<file path="src/rtl/sub_d_pkg.sv">
// Shared types and constants for the 2-bit-to-byte packer.
package sub_d_pkg;

  localparam int unsigned SLOTS_PER_BYTE = 4;
  localparam int unsigned SLOT_W         = 2;
  localparam int unsigned BYTE_W         = SLOTS_PER_BYTE * SLOT_W;
  localparam int unsigned SLOT_IDX_W     = 2;

  typedef enum logic [1:0] {
    StIdle = 2'd0,
    StFill = 2'd1,
    StHold = 2'd2
  } pack_state_e;

  // Returns acc with slot idx overwritten by sample; other slots untouched.
  function automatic logic [BYTE_W-1:0] place_slot(input logic [BYTE_W-1:0]     acc,
                                                   input logic [SLOT_IDX_W-1:0] idx,
                                                   input logic [SLOT_W-1:0]     sample);
    logic [BYTE_W-1:0] r;
    r = acc;
    for (int k = 0; k < int'(SLOTS_PER_BYTE); k++) begin
      if (idx == SLOT_IDX_W'(k)) begin
        r[k*SLOT_W +: SLOT_W] = sample;
      end
    end
    return r;
  endfunction

endpackage

</file>
<file path="src/rtl/sub_d_satcnt.sv">
// Saturating event counter with synchronous clear taking priority over increment.
module sub_d_satcnt #(
  parameter int unsigned CNT_W = 8
) (
  input  logic             clk,
  input  logic             rst,
  input  logic             clr,
  input  logic             inc,
  output logic [CNT_W-1:0] count
);

  logic [CNT_W-1:0] cnt_q, cnt_d;

  always_comb begin
    cnt_d = cnt_q;
    if (clr) begin
      cnt_d = '0;
    end else if (inc && (cnt_q != {CNT_W{1'b1}})) begin
      cnt_d = cnt_q + CNT_W'(1);
    end
  end

  always_ff @(posedge clk) begin
    if (rst) begin
      cnt_q <= '0;
    end else begin
      cnt_q <= cnt_d;
    end
  end

  assign count = cnt_q;

endmodule

</file>
<file path="src/rtl/sub_d_pack.sv">
// Packs four 2-bit samples into a byte with valid/ready handshake and an event counter.
// Optional parity output enabled by SUB_D_PACK_PARITY_EN.
module sub_d_pack
  import sub_d_pkg::*;
#(
  parameter int unsigned CNT_W = 8
) (
  input  logic             clk,
  input  logic             rst,
  input  logic             testi_vld_d,
  output logic             testo_rdy_d,
  input  logic             testi1_d,
  input  logic             testi2_d,
  input  logic             testi3_d,
  input  logic             testi_clr_d,
  output logic [7:0]       testo_data_d,
  output logic             testo_vld_d,
  input  logic             testi_rdy_d,
  output logic [CNT_W-1:0] testo_cnt_d
`ifdef SUB_D_PACK_PARITY_EN
  ,
  output logic             testo_par_d
`endif
);

  pack_state_e           state_q, state_d;
  logic [SLOT_IDX_W-1:0] idx_q, idx_d;
  logic [BYTE_W-1:0]     acc_q, acc_d;
  logic [BYTE_W-1:0]     data_q, data_d;
  logic                  vld_q, vld_d;

  logic              accept;
  logic [SLOT_W-1:0] sample;

  assign testo_rdy_d = (state_q != StHold) || testi_rdy_d;
  assign accept      = testi_vld_d && testo_rdy_d;
  assign sample      = {testi1_d, testi2_d};

  always_comb begin
    state_d = state_q;
    idx_d   = idx_q;
    acc_d   = acc_q;
    data_d  = data_q;
    vld_d   = vld_q;
    unique case (state_q)
      StIdle: begin
        if (accept) begin
          acc_d   = place_slot('0, '0, sample);
          idx_d   = SLOT_IDX_W'(1);
          state_d = StFill;
        end
      end
      StFill: begin
        if (accept) begin
          if (idx_q == SLOT_IDX_W'(SLOTS_PER_BYTE - 1)) begin
            data_d  = place_slot(acc_q, idx_q, sample);
            vld_d   = 1'b1;
            acc_d   = '0;
            idx_d   = '0;
            state_d = StHold;
          end else begin
            acc_d = place_slot(acc_q, idx_q, sample);
            idx_d = idx_q + SLOT_IDX_W'(1);
          end
        end
      end
      StHold: begin
        if (testi_rdy_d) begin
          data_d = '0;
          vld_d  = 1'b0;
          // A sample arriving with the release starts the next byte without a bubble.
          if (accept) begin
            acc_d   = place_slot('0, '0, sample);
            idx_d   = SLOT_IDX_W'(1);
            state_d = StFill;
          end else begin
            state_d = StIdle;
          end
        end
      end
      default: begin
        state_d = StIdle;
        idx_d   = '0;
        acc_d   = '0;
        data_d  = '0;
        vld_d   = 1'b0;
      end
    endcase
  end

  always_ff @(posedge clk) begin
    if (rst) begin
      state_q <= StIdle;
      idx_q   <= '0;
      acc_q   <= '0;
      data_q  <= '0;
      vld_q   <= 1'b0;
    end else begin
      state_q <= state_d;
      idx_q   <= idx_d;
      acc_q   <= acc_d;
      data_q  <= data_d;
      vld_q   <= vld_d;
    end
  end

  assign testo_data_d = data_q;
  assign testo_vld_d  = vld_q;

`ifdef SUB_D_PACK_PARITY_EN
  // data_q is zero whenever no byte is held, so parity is 0 there too.
  assign testo_par_d = ^data_q;
`endif

  sub_d_satcnt #(
    .CNT_W(CNT_W)
  ) u_satcnt (
    .clk  (clk),
    .rst  (rst),
    .clr  (testi_clr_d),
    .inc  (accept && testi3_d),
    .count(testo_cnt_d)
  );

endmodule

</file>
<file path="config.mk">
export PLATFORM = sky130hd
export DESIGN_NAME = sub_d_pack
export DESIGN_NICKNAME = d
export VERILOG_FILES = /design/src/rtl/sub_d_pkg.sv /design/src/rtl/sub_d_satcnt.sv /design/src/rtl/sub_d_pack.sv
export SDC_FILE = /design/constraint.sdc
export NUM_CORES = 1
export LEC_CHECK = 0
export CORE_MARGIN = 5
export CORE_UTILIZATION = 28
export DETAILED_ROUTE_END_ITERATION = 8
export PLACE_DENSITY = 0.57
export SLEW_MARGIN = 0
export SYNTH_ARGS = -nofsm -noshare
export SYNTH_HDL_FRONTEND = slang
export SYNTH_SLANG_ARGS = --single-unit
export TNS_END_PERCENT = 20
</file>
<file path="constraint.sdc">
create_clock -name clk -period 2.05 [get_ports clk]
set_clock_uncertainty 0.15 [all_clocks]
set_input_delay 0.3075 -clock clk [delete_from_list [all_inputs] [get_ports clk]]
set_output_delay 0.3075 -clock clk [all_outputs]
set_load 0.1 [all_outputs]
</file>
Yosys cells after proc, flatten, opt, wreduce, memory -nomap -nowiden
Index checks and enable logic that the tools add are counted.
- flip-flop bits (word level): 29
- logic and storage cells: 59
- output and inout bits: 18
- reductions and logical operators: 11
- bitwise operators: 1
- $add $sub $neg: 2
- multiplexer cells: 27
- equal/unequal tests: 11
- operators with widths (kind ; number):
    8-bit 2-to-1 mux ; 7
    8-bit case mux with 3 select lines ; 2
    2-bit 2-to-1 mux ; 11
    2-bit case mux with 3 select lines ; 2
    2-bit != test, second input constant ; 5
    8-bit by 1-bit adder with 8-bit output, second input constant ; 1
    8-bit != test, second input constant ; 1
    4-bit AND reduction ; 2
    2-bit == test, second input constant ; 3
    2-bit by 1-bit == test with 1-bit output, second input constant ; 2
    2-bit zero test ; 2
    1-bit 2-to-1 mux ; 4
    1-bit logical AND ; 3
    1-bit case mux with 3 select lines ; 1
    3-bit AND reduction ; 1
    2-bit by 1-bit adder with 2-bit output, second input constant ; 1
    2-bit AND reduction ; 1
    2-bit OR reduction ; 1
    1-bit logical OR ; 1
    1-bit inverter ; 1

Depth between registers and ports, before layout
Gate-level depths: netlist of the first run.
- depth in word-level cells: 6
- mapped depth: 7
- mapped depth without buffers: 6

Hierarchy
A second synthesis of the first run with hierarchy kept.
- cell total of the unflattened synthesis: 152
- area, all modules: 1452.6 um^2
- modules (own cells, without submodules) (module ; area an instance (um^2) ; cells an instance ; instances):
    sub_d_pack ; 1017.2 ; 105 ; 1
    sub_d_satcnt ; 435.4 ; 47 ; 1

Worst setup path before layout of the first run
OpenSTA, ideal clock, no wires.
- kind: reg2reg
- from: register u_satcnt.cnt_q[0] (netlist: u_satcnt.count[0])
- to: register u_satcnt.cnt_q[1] (netlist: u_satcnt.count[1])
- arrival: 2023 ps
- library setup time: 124 ps
- path slack: -247 ps
- buffers on the path: 0
- stages on the path, launching flop included: 6
- cell sequence: dfxtp_1 ha_1 nand3_1 o2111ai_4 mux2i_1 nor2_1
- longest elaborated chain between the ends: 2
- elaborated cells on any way between the ends: 3
- RTL lines (item ; line ; RTL):
    from (decl) ; sub_d_satcnt.sv:12 ; logic [CNT_W-1:0] cnt_q, cnt_d;
    from (signal assigned) ; sub_d_satcnt.sv:27 ; cnt_q <= cnt_d;
    branches (longest 2 deep; another with 8-bit by 1-bit adder with 8-bit output) ; -- ;
Parallel ways; which one is timed is not known.
A chain may end at the register's enable or synchronous reset.

Worst setup path after layout of the first run
- from: input testi_rdy_d
- to: output testo_rdy_d
- longest elaborated chain between the ends: 1
- RTL lines (item ; line ; RTL):
    from (decl) ; sub_d_pack.sv:18 ; input logic testi_rdy_d,
    1-bit logical OR ; sub_d_pack.sv:35 ; assign testo_rdy_d = (state_q != StHold) || testi_rdy_d;
    to (decl) ; sub_d_pack.sv:11 ; output logic testo_rdy_d,
Every way passes these cells.

==> results.md, run 1 <==
* Filler cells at 503
* Chip height at 79.7 um
* Initial antenna violation count at 0
* Clk slew on worst S/H paths at 110 ps
* Minimum clock period at 1970 ps
* Crit path capture type: primary output
* CP cell instances: clkdlybuf4s50_1 > or3b_4 > buf_4 > buf_12
* Post-route ant nets at 0
* Ys flop type: dfxtp_1
* DR iter-0 viols at 37
* Final hold vios at 0
* Area of the multi-input gates at 713 um2
* DRC at 0
* CTS max path bufs at 2
* VDD IR-drop max at 0.286 mV
* Run status: finished clean
* Slew @ Worst Pin at 293 ps
* Ratio of cells with drive above 1 in the final layout at 0.295
* Synth cell types at 36
* Async SR Flop Fraction at 0
* Sequential cell area at 551 um2
* FMAX at 508 MHz
* Antenna Cells at 0
* CP Launch Type: input port
* Clock share of power at 0.332
* Die X at 79.7 um
* Synth Warn # at 0
* CTS buffer count at 3
* Synth cell count leaders: dfxtp_1, nor2_1, a21oi_1, nand2_1
* GRT overflow at 0
* IO Pins at 26
* Core ar. at 0.00472 mm2
* DP Worst Slack at -60.6 ps
* Synth Cell Area at 0.00136 mm2
* Max Cap Violations at 0
* Total power at 0.000971 W
* Initial Util at 0.288
* Drt total wl at 3.04 mm
* Critical-path maximum fanout at 5
* Final Worst Setup Slack at 82.9 ps
* Slew Viols, Final at 0
* Post-synthesis sequential area ratio at 0.397
* Vias per Instance at 4.75
* CTS Hold Buffers Added at 0
* WL/cell at 12.7 um
* Net count after synthesis at 156
* Crit path max-delay cell type: or3b_4
* Worst-skew pair later-pin latency at 280 ps
* Top-area cell type share of the netlist area at 0.397
* Die Area at 0.00635 mm2
* Largest net degree at the start of global routing at 21
* Pwr/cell area at 566 mW/mm2
* P_int at 0.000725 W
* Global-route wire length before repair at 5.15 mm
* Mean Syn Cell Area at 9.51 um2
* Req. time, crit path at 1590 ps
* Flop pwr share at 0.555
* Gp weighted congestion at 0.801
* GRT Util Overall at 0.0996
* Data arrival, critical path at 1510 ps
* Psw at 0.000246 W
* Period utilisation layout at 0.960
* Crit-path max cell delay at 450 ps
* Leak pwr at 0.681 nW
* Design area at 0.00172 mm2
* HPWL after DPL at 2.28 mm
* Worst Hold Slack at 306 ps
* I/O Buffers at 25
* CTS tree: yes
* Syn Inst Count at 143
* Synth area leaders: dfxtp_1, ha_1, a21oi_1
* Via Count at 1139
* Rel. slew slack at 0.805
* Switching share of power at 0.253
* Post-CTS Setup Bufs at 0
* Area post-placement at 0.00166 mm2
* Number of flops mapped to enable cells by yosys at 0
* First-pass detailed-route iteration total at 4
* # clock sinks at 27
* Vias in the first global route at 1171
* Worst hold path class: reg2reg
* Post_cts resized at 1
* Yosys reg bits at 27
* RSZ-0062 raised after global routing: no
* Yosys top cell by area: dfxtp_1
* Post-layout util at 0.363
* Leading cell type by number of instances after synthesis: dfxtp_1
* Setup violators final at 0
* Area growth, synth to finish at 26.2%
* Rows at 25
* Gate power share at 0.113
* Root Buffer Master: clkbuf_8
* Nets at 187
* WS Path Type: in2out
* H-tree levels at 1
-- routing by layer --
| metal | track usage | vias to the layer above | routed length, um |
|---|---|---|---|
| met4 | 0.0137 | 0 | 11 |
| met5 | 0 | - | 0 |
| met2 | 0.173 | 28 | 1450 |
| met1 | 0.123 | 536 | 1410 |
| li1 | - | 573 | - |
| met3 | 0.0316 | 2 | 169 |
-- kinds of logic after synthesis --
| logic type | synth area share |
|---|---|
| fa+ha+maj | 0.0460 |
| compound gates | 0.207 |
| buf+inv | 0.0800 |
| mux | 0.0690 |
| flops | 0.397 |
| xor+xnor | 0.00644 |
| simple gates | 0.194 |
-- power groups by stage --
| stage | registers (W) | logic [W] | clock network (W) |
|---|---|---|---|
| 3_3_place_gp | 0.000550 | 0.000107 | 0 |
| 3_5_place_dp | 0.000551 | 0.000110 | 0 |
| 4_1_cts | 0.000539 | 0.000112 | 0.000335 |
| 6_report | 0.000539 | 0.000110 | 0.000323 |
| 5_1_grt | 0.000540 | 0.000120 | 0.000353 |
| 2_1_floorplan | 0.000557 | 0.0000679 | 0 |
-- final timing paths --
| kind | from | to | slack, ps | cells after the start |
|---|---|---|---|---|
| worst max-delay path | testi_rdy_d | testo_rdy_d | 80 | 4 |
| worst min-delay path | acc_q[4]$_SDFFE_PP0P_ | acc_q[4]$_SDFFE_PP0P_ | 310 | 2 |
| worst max register to register | idx_q[0]$_SDFFE_PP0P_ | acc_q[3]$_SDFFE_PP0P_ | 250 | 4 |
| worst min register to register | acc_q[4]$_SDFFE_PP0P_ | acc_q[4]$_SDFFE_PP0P_ | 310 | 2 |
-- stage by stage --
| stage | TNS [ps] | std cells |
|---|---|---|
| 5_1_grt | 0 | 240 |
| 3_5_place_dp | -510 | 236 |
| 6_report | 0 | 240 |
| 4_1_cts | 0 | 240 |
| 2_1_floorplan | 0 | 143 |
| 3_3_place_gp | -156 | 236 |
-- state kept, by name (all words and copies together) (netlist names) --
name / cells
u_satcnt.count: 8
testo_vld_d: 1
acc_q: 6
testo_data_d: 8
state_q: 2
idx_q: 2
-- critical path: cells and delay by family --
family	cells	cell delay [ps]
buffers and inverters	3	740
and+or+nand+nor	1	450
-- cell type report --
class                      count  share of cell area
sequential                    27               0.321
clock inverter                 1             0.00510
tap                           67              0.0488
clock buffer                   3              0.0241
timing repair buffer          35               0.171
multi-input combinational    100               0.415
inverter                       7              0.0153
-- cell usage in the layout, fill, tap and decap left out, drive strengths merged, types with 5 or more instances in the layout --
cell	synthesis	layout
clkdlybuf4s50	0	7
nand2	9	9
or3b	5	5
dfxtp	27	27
buf	5	28
nor2	15	15
inv	7	8
mux2i	6	6
o21ai	5	5
a21oi	12	12
a22oi	9	9
ha	5	5
or3	5	5
No activity file was read; power rests on OpenSTA's default activity.
==> run 2: changes to the inputs <==
--- a/config.mk
+++ b/config.mk
@@ -5,6 +5,7 @@
 export SDC_FILE = /design/constraint.sdc
 export NUM_CORES = 1
 export LEC_CHECK = 0
+export ABC_CLOCK_PERIOD_IN_PS = 2050
 export CORE_MARGIN = 5
 export CORE_UTILIZATION = 28
 export DETAILED_ROUTE_END_ITERATION = 8
==> results of run 2 <==
No change in the layout: final DEF, timing and power equal those of run 1.
==> run 3: changes to the inputs <==
--- a/config.mk
+++ b/config.mk
@@ -9,7 +9,8 @@
 export CORE_MARGIN = 5
 export CORE_UTILIZATION = 28
 export DETAILED_ROUTE_END_ITERATION = 8
-export PLACE_DENSITY = 0.57
+export PLACE_DENSITY_LB_ADDON = 0.08
+export SETUP_SLACK_MARGIN = 0.4
 export SLEW_MARGIN = 0
 export SYNTH_ARGS = -nofsm -noshare
 export SYNTH_HDL_FRONTEND = slang
==> results.md, run 3 (same netlist as run 1, synthesis figures left out) <==
* Crit path capture type: primary output
* Slew Viols, Final at 0
* Worst Hold Slack at 314 ps
* CTS tree: yes
* Data arrival, critical path at 1220 ps
* Routed length on met2 at 1.71 mm
* Most common cell after layout, fill and taps aside: buf_4
* H-tree levels at 1
* # clock sinks at 27
* Gp weighted congestion at 0.761
* I/O Buffers at 25
* Post-route ant nets at 0
* Clk slew on worst S/H paths at 100 ps
* DRC at 0
* Leak pwr at 0.699 nW
* WS Path Type: reg2out
* CTS Hold Buffers Added at 0
* Die X at 79.7 um
* RSZ-0062 raised after global routing: yes
* Req. time, crit path at 1590 ps
* Run status: finished clean
* Rel. slew slack at 0.805
* DRT met1 WL at 1.53 mm
* Root Buffer Master: clkbuf_8
* CP Launch Type: flip-flop
* Die Area at 0.00635 mm2
* Critical-path maximum fanout at 3
* Setup violators final at 0
* GRT Util Overall at 0.114
* Ratio of cells with drive above 1 in the final layout at 0.350
* Core ar. at 0.00472 mm2
* Via Count at 1156
* Worst hold path class: reg2reg
* Vias in the first global route at 1188
* Area growth, synth to finish at 34.1%
* Area of the multi-input gates at 753 um2
* Rows at 25
* Filler cells at 471
* FMAX at 596 MHz
* First-pass detailed-route iteration total at 4
* Final TNS setup at 0 ps
* Sequential cell area at 586 um2
* Worst-skew pair later-pin latency at 280 ps
* CTS buffer count at 3
* DR WL met3 at 117 um
* DR iter-0 viols at 42
* Final hold vios at 0
* HPWL after DPL at 2.36 mm
* GRT overflow at 0
* Largest net degree at the start of global routing at 21
* Minimum clock period at 1680 ps
* Pwr/cell area at 530 mW/mm2
* WL/cell at 13.9 um
* Nets at 191
* Antenna Cells at 0
* Initial antenna violation count at 0
* Initial Util at 0.288
* Max Cap Violations at 0
* Slew @ Worst Pin at 290 ps
* Vias per Instance at 4.74
* VDD IR-drop max at 0.228 mV
* Total power at 0.000966 W
* Global-route wire length before repair at 5.64 mm
* Uppermost routed layer: met4
* Chip height at 79.7 um
* Commonest cells after routing, fill and taps aside: buf_4, nor2_1, dfxtp_1
* Drt total wl at 3.40 mm
* IO Pins at 26
* CTS max path bufs at 2
* Period utilisation layout at 0.818
-- run 3: cell types whose count changed in the layout (fill, tap and decap cells not counted), moves of 2 or more --
cell / delta
ha_1: -2
ha_4: +2
dfxtp_1: -4
dfxtp_4: +12
dfxtp_2: -8
buf_4: +2
-- run 3: what timing repair did --
action | in CTS | in global routing
pin swaps | 8 | 1
cloned | 1 | 0
gates resized for setup | 12 | 0
endpoints found under the setup margin | 19 | 21
buffers inserted | 7 | 1
-- run 3: worst max-delay path, cell delays in order, from the launching register on --
cell     delay, ps
dfxtp_4        350
or3b_4         410
buf_12         180
-- run 3: path summary, 6_finish.rpt --
| path | endpoint | cells past startpoint | start | slack, ps |
|---|---|---|---|---|
| hold reg to reg | acc_q[3]$_SDFFE_PP0P_ | 2 | acc_q[3]$_SDFFE_PP0P_ | 310 |
| setup / recovery | testo_rdy_d | 2 | state_q[0]$_SDFFE_PP0P_ | 370 |
| hold / removal | acc_q[3]$_SDFFE_PP0P_ | 2 | acc_q[3]$_SDFFE_PP0P_ | 310 |
| setup reg to reg | acc_q[4]$_SDFFE_PP0P_ | 4 | idx_q[1]$_SDFFE_PP0P_ | 380 |
-- run 3: per-stage QoR --
step / util / instance area (um2) / cells / setup WS, ps
floorplan: - / 1410 / 143 / 364
global placement: 0.354 / 1670 / 231 / 53.8
detailed placement: 0.354 / 1670 / 231 / 36.3
CTS: 0.385 / 1820 / 243 / 364
global route: 0.386 / 1820 / 244 / 319
finish: 0.386 / 1820 / 244 / 372
-- run 3: per-layer routing --
| layer | track usage | up-vias |
|---|---|---|
| li1 | - | 584 |
| met3 | 0.0248 | 4 |
| met5 | 0 | - |
| met2 | 0.199 | 20 |
| met1 | 0.132 | 548 |
| met4 | 0.0515 | 0 |
-- run 3: final cells by class --
type,instances,share of cell area
clock inverter,1,0.00412
timing repair buffer,38,0.179
sequential,27,0.321
multi-input combinational,101,0.413
clock buffer,3,0.0226
inverter,7,0.0144
tap,67,0.0460
-- run 3: power by group --
group          total (W)  internal [W]  switching, W  leakage [nW]
sequential      0.000526      0.000519    0.00000650         0.228
combinational   0.000123     0.0000586     0.0000644         0.450
clock           0.000318      0.000138      0.000179        0.0217
